File: src/rtl/program_loader_pkg.sv
// Shared types and default widths for the MAR/RAM write path and the program loader.
package program_loader_pkg;

    localparam int unsigned ADDR_W_DEF = 4;
    localparam int unsigned DATA_W_DEF = 8;

    typedef enum logic [1:0] {
        IDLE    = 2'd0,
        ADDR    = 2'd1,
        DATA    = 2'd2,
        RELEASE = 2'd3
    } loader_state_t;

endpackage

File: src/rtl/binary_counter.sv
// Free-running binary up-counter with synchronous clear and count enable.
module binary_counter #(
    parameter int unsigned W = 4
) (
    input  logic         clk,
    input  logic         rst,
    input  logic         clr,
    input  logic         en,
    output logic [W-1:0] count
);

    always_ff @(posedge clk) begin
        if (rst || clr) begin
            count <= '0;
        end else if (en) begin
            count <= count + W'(1);
        end
    end

endmodule

File: src/rtl/program_loader.sv
// Arbitrates the MAR/RAM write path between the CPU and a byte-stream load port,
// holding the CPU clock off while a block is written from address 0 upward.
module program_loader
    import program_loader_pkg::*;
#(
    parameter int unsigned ADDR_W = ADDR_W_DEF,
    parameter int unsigned DATA_W = DATA_W_DEF
) (
    input  logic              clk,
    input  logic              rst,
    input  logic              load_start,
    input  logic [ADDR_W-1:0] load_len,
    input  logic              load_valid,
    input  logic [DATA_W-1:0] load_data,
    output logic              load_ready,
    input  logic              cpu_MI,
    input  logic              cpu_RI,
    input  logic [DATA_W-1:0] cpu_bus,
    output logic              mar_we,
    output logic [ADDR_W-1:0] mar_addr,
    output logic              ram_we,
    output logic [DATA_W-1:0] ram_wdata,
    output logic              cpu_run,
    output logic              cpu_rst,
    output logic              busy,
    output logic              done
);

    localparam int unsigned CNT_W = ADDR_W + 1;
    localparam logic [CNT_W-1:0] FULL_LEN = CNT_W'(1) << ADDR_W;

    loader_state_t     state;
    logic [CNT_W-1:0]  remaining;
    logic [ADDR_W-1:0] addr;
    logic              start;
    logic              accept;

    assign start  = (state == IDLE) && load_start;
    assign accept = (state == DATA) && load_valid;

    binary_counter #(.W(ADDR_W)) u_addr_cnt (
        .clk   (clk),
        .rst   (rst),
        .clr   (start),
        .en    (accept),
        .count (addr)
    );

    // State, remaining byte count and the registered completion pulse.
    always_ff @(posedge clk) begin
        if (rst) begin
            state     <= IDLE;
            remaining <= '0;
            done      <= 1'b0;
        end else begin
            done <= (state == RELEASE);
            case (state)
                IDLE: begin
                    if (load_start) begin
                        state     <= ADDR;
                        remaining <= (load_len == '0) ? FULL_LEN : {1'b0, load_len};
                    end
                end
                ADDR: state <= DATA;
                DATA: begin
                    if (load_valid) begin
                        remaining <= remaining - CNT_W'(1);
                        state     <= (remaining == CNT_W'(1)) ? RELEASE : ADDR;
                    end
                end
                RELEASE: state <= IDLE;
                default: state <= IDLE;
            endcase
        end
    end

    // Write-path mux and control outputs decoded from the current state.
    always_comb begin
        mar_we     = 1'b0;
        mar_addr   = '0;
        ram_we     = 1'b0;
        ram_wdata  = '0;
        load_ready = 1'b0;
        cpu_run    = 1'b0;
        cpu_rst    = 1'b0;
        busy       = 1'b1;
        case (state)
            IDLE: begin
                mar_we    = cpu_MI;
                mar_addr  = cpu_bus[ADDR_W-1:0];
                ram_we    = cpu_RI;
                ram_wdata = cpu_bus;
                cpu_run   = 1'b1;
                busy      = 1'b0;
            end
            ADDR: begin
                mar_we   = 1'b1;
                mar_addr = addr;
            end
            DATA: begin
                load_ready = 1'b1;
                ram_we     = load_valid;
                ram_wdata  = load_data;
            end
            RELEASE: cpu_rst = 1'b1;
            default: busy = 1'b0;
        endcase
    end

endmodule

File: config.mk
export PLATFORM = sky130hd
export DESIGN_NAME = program_loader
export DESIGN_NICKNAME = d
export VERILOG_FILES = /design/src/rtl/program_loader_pkg.sv /design/src/rtl/binary_counter.sv /design/src/rtl/program_loader.sv
export SDC_FILE = /design/constraint.sdc
export NUM_CORES = 1
export LEC_CHECK = 0
export ABC_AREA = 1
export BUFFER_PORTS_ARGS = -buffer_cell sky130_fd_sc_hd__buf_2
export CORE_UTILIZATION = 25
export CTS_BUF_LIST = sky130_fd_sc_hd__clkbuf_16
export CTS_CLUSTER_SIZE = 24
export DETAILED_ROUTE_END_ITERATION = 10
export HOLD_SLACK_MARGIN = 0.12
export SLEW_MARGIN = 15
export SYNTH_ARGS = -nofsm -noshare
export SYNTH_HDL_FRONTEND = slang
export SYNTH_HIERARCHICAL = 1
export SYNTH_SLANG_ARGS = --single-unit
export TNS_END_PERCENT = 50
File: constraint.sdc
create_clock -name clk -period 1.25 [get_ports clk]
set_input_delay 0.25 -clock clk [delete_from_list [all_inputs] [get_ports clk]]
set_output_delay 0.25 -clock clk [all_outputs]
set_load 0.02 [all_outputs]
==> results.md <==
* Yosys top cell area share at 0.2727
* Synthesized flop and latch total at 12
* Worst clock skew at between 4 and 5 ps
* Sequential share of the synthesized area at 0.2727
* Final Wtd Congestion at approximately 0.75
* Area contributors post-synth: dfxtp_1, nand2_1, o21ai_0
* Final period utilization at 1.154
* Worst Path Required at 1000 ps
* Comb power frac at 0.407
* Via count at slightly below 1000
* EDFF count, synth at 0
* Initial Util at 0.2619
* Flop pwr share at 0.251
* DP HPWL at roughly 1700 um
* Ports at 45
* Port bufs at 44
* DR vias/cell at between 4 and 5
* First-pass GRT wire length at between 3000 and 4000 um
* Routed wire length at between 2000 and 2500 um
* Synthesized Nets at roughly 160
* Clk pwr share at 0.342
* Post-route cell area at around 0.0016 mm2
* Worst-path cell chain: nor2_4, buf_12, inv_8, o21ai_4, buf_6
* Cell Area, Synth at approximately 880 um2
* Commonest cells in the netlist: nand2_1, inv_1, nor2_1, o21ai_0, dfxtp_1
* Final min period at approximately 1400 ps
* Relative slew slack at 0.8561
* Clk root buf: clkbuf_16
* Post-Place Cell Area at ~0.0013 mm2
* Fin. Hold Viols at 0
* DRT iter0 DRCs at 15
* Pint at 1157 uW
* CTS H-tree depth at 1
* Synthesis-to-layout area growth at 78.98%
* CTS Buf Count at 3
* Final Net Count at around 220
* Synth Flop Type: dfxtp_1
* Final setup TNS at -2649 ps
* Worst-skew pair later-pin latency at about 240 ps
* Number of diodes at 0
* Final setup viols at 18
* Core Region at 0.003363 mm2
* LEAKAGE at 0.0007692 uW
* Cell count after synthesis at ~130
* Crit start category: register
* Die H at 61.36 um
* Crit path largest cell delay at 360 ps
* Worst hold slack at slightly above 300 ps
* Routed wire per std cell at 10.33 um
* Worst EP arrival at about 1200 ps
* CP Capture Type: output port
* DP Worst Slack at -81.69 ps
* Clk buf depth at 2
* DRT Pass-1 Iters at 4
* Net Sw Frac at 0.3317
* Vias in the first global route at ~830
* # clock sinks at 12
* Status: finished with violations
* Largest net degree at the start of global routing at 8
* PwrDens at around 1100 mW/mm2
* Ys Warns at 6
* Die area at around 0.0038 mm2
* Worst-path maximum fanout at 7
* Fmax at roughly 690 MHz
* Total GRT Usage at 0.1278
* Failing checks: negative setup slack
* Layout cells sized above 1 at 0.4919
* DRC viols at 0
* Die Width at around 60 um
* Sw power at 574.4 uW
* Worst-margin pin slew at about 210 ps
* Total gr overflow at 0
* Synth unique cells at 26
* Peak supply drop at 0.4976 mV
* Final Max Slew Viols at 0
* TritonCTS clock tree: done
* Ys async rst share at 0
* Top-count cell post-synth: nand2_1
* Clk slew on worst S/H paths at 50 ps
* RSZ-0062 raised after global routing: true
* Critical path's slowest cell: dfxtp_4
* Row cnt at 21
* Initial antenna violation count at 0
* Cell taking the most area after synthesis: dfxtp_1
* Syn avg cell area at 6.882 um2
* ANT nets after route at 0
* Max-cap viol count at 0
* Final worst slack at -192.2 ps
* WS Path Type: register to output port
* Hold crit path type: input pin to register
[through the flow]
step	total power, uW	cells	utilization
2_1_floorplan	827.8	128	-
3_3_place_gp	979.5	221	0.3769
3_5_place_dp	978.6	221	0.3769
4_1_cts	1708	230	0.4531
5_1_grt	1819	231	0.4688
6_report	1732	231	0.4688
[worst max-delay path, delay by kind of cell, from the launching register on]
kind / cells / cell delay [ps]
and+or+nand+nor: 1 / 130
buffers and inverters: 3 / 340
AOI/OAI and AO/OA: 1 / 110
DFF: 1 / 360
[final cells by class]
type                            count  area (um2)
Clock buffer                        3       75.07
Tap cell                           46       57.56
Inverter                           22       106.4
Clock inverter                      1       3.754
Multi-Input combinational cell     92       648.1
Sequential cell                    12       247.7
Fill cell                         347        1787
Timing Repair Buffer               54       426.7
Timing Repair inverter              1       11.26
[sequential cells by signal (all words and copies together) (netlist names)]
signal and cells:
state 2, done 1, remaining 5, u_addr_cnt/count 4
[cell families after synthesis]
group	Yosys count	synth area share
and+or+nand+nor	61	0.3693
AOI/OAI and AO/OA	27	0.1790
buffers and inverters	24	0.1264
DFF	12	0.2727
adders and majority gates	3	0.04262
xor gates and xnor gates	1	0.009945
[final timing paths]
kind / from / slack, ps / depth (start not counted) / to
worst max-delay path: state[0] / -190 / 5 / mar_addr[3]
worst min-delay path: rst / 310 / 2 / state[0]
worst max register to register: state[1] / -50 / 8 / remaining[2]
worst min register to register: remaining[3] / 500 / 2 / remaining[3]
[layer usage]
layer	wire, um	vias up	track usage
met5	0	-	0
met4	35	0	0.04762
met3	115	5	0.02101
met2	1251	28	0.2220
met1	986	435	0.1588
li1	-	527	-
[power by group through the flow]
| stage | clock network [uW] | logic [uW] | registers, uW |
|---|---|---|---|
| 6_report | 593 | 705 | 434 |
| 5_1_grt | 614 | 767 | 438 |
| 4_1_cts | 600 | 675 | 433 |
| 3_5_place_dp | 0 | 539 | 439 |
| 3_3_place_gp | 0 | 541 | 439 |
| 2_1_floorplan | 0 | 393 | 435 |
[layout by cell type (no fill, tap or decap)]
| cell | instances |
|---|---|
| dfxtp_1 | 10 |
| xor2_1 | 1 |
| dfxtp_4 | 2 |
| nor2_4 | 3 |
| nor2_2 | 1 |
| nand3_4 | 2 |
| or2_1 | 1 |
| inv_4 | 3 |
| nand2_2 | 3 |
| inv_8 | 1 |
| nor2_8 | 1 |
| buf_4 | 8 |
| ha_1 | 3 |
| o21ai_1 | 3 |
| inv_16 | 1 |
| inv_1 | 16 |
| clkinv_1 | 1 |
| o21ai_4 | 8 |
| a21oi_2 | 1 |
| buf_6 | 17 |
| clkbuf_16 | 3 |
| a21oi_1 | 4 |
| o21ai_0 | 5 |
| and3b_2 | 1 |
| inv_2 | 2 |
| nand2_4 | 3 |
| nand2_1 | 23 |
| nand3_1 | 11 |
| buf_2 | 27 |
| nor2_1 | 12 |
| buf_12 | 2 |
| o21ai_2 | 2 |
| a22o_1 | 4 |
[what timing repair did]
| item | CTS | global route |
|---|---|---|
| pin swaps | 3 | 4 |
| setup buffers | 4 | 1 |
| resized for setup | 43 | 10 |
| hold buffers | 0 | 0 |
| cloned | 1 | 0 |
| endpoints found under the setup margin | 24 | 25 |
Power figures use the tool's default switching activity.
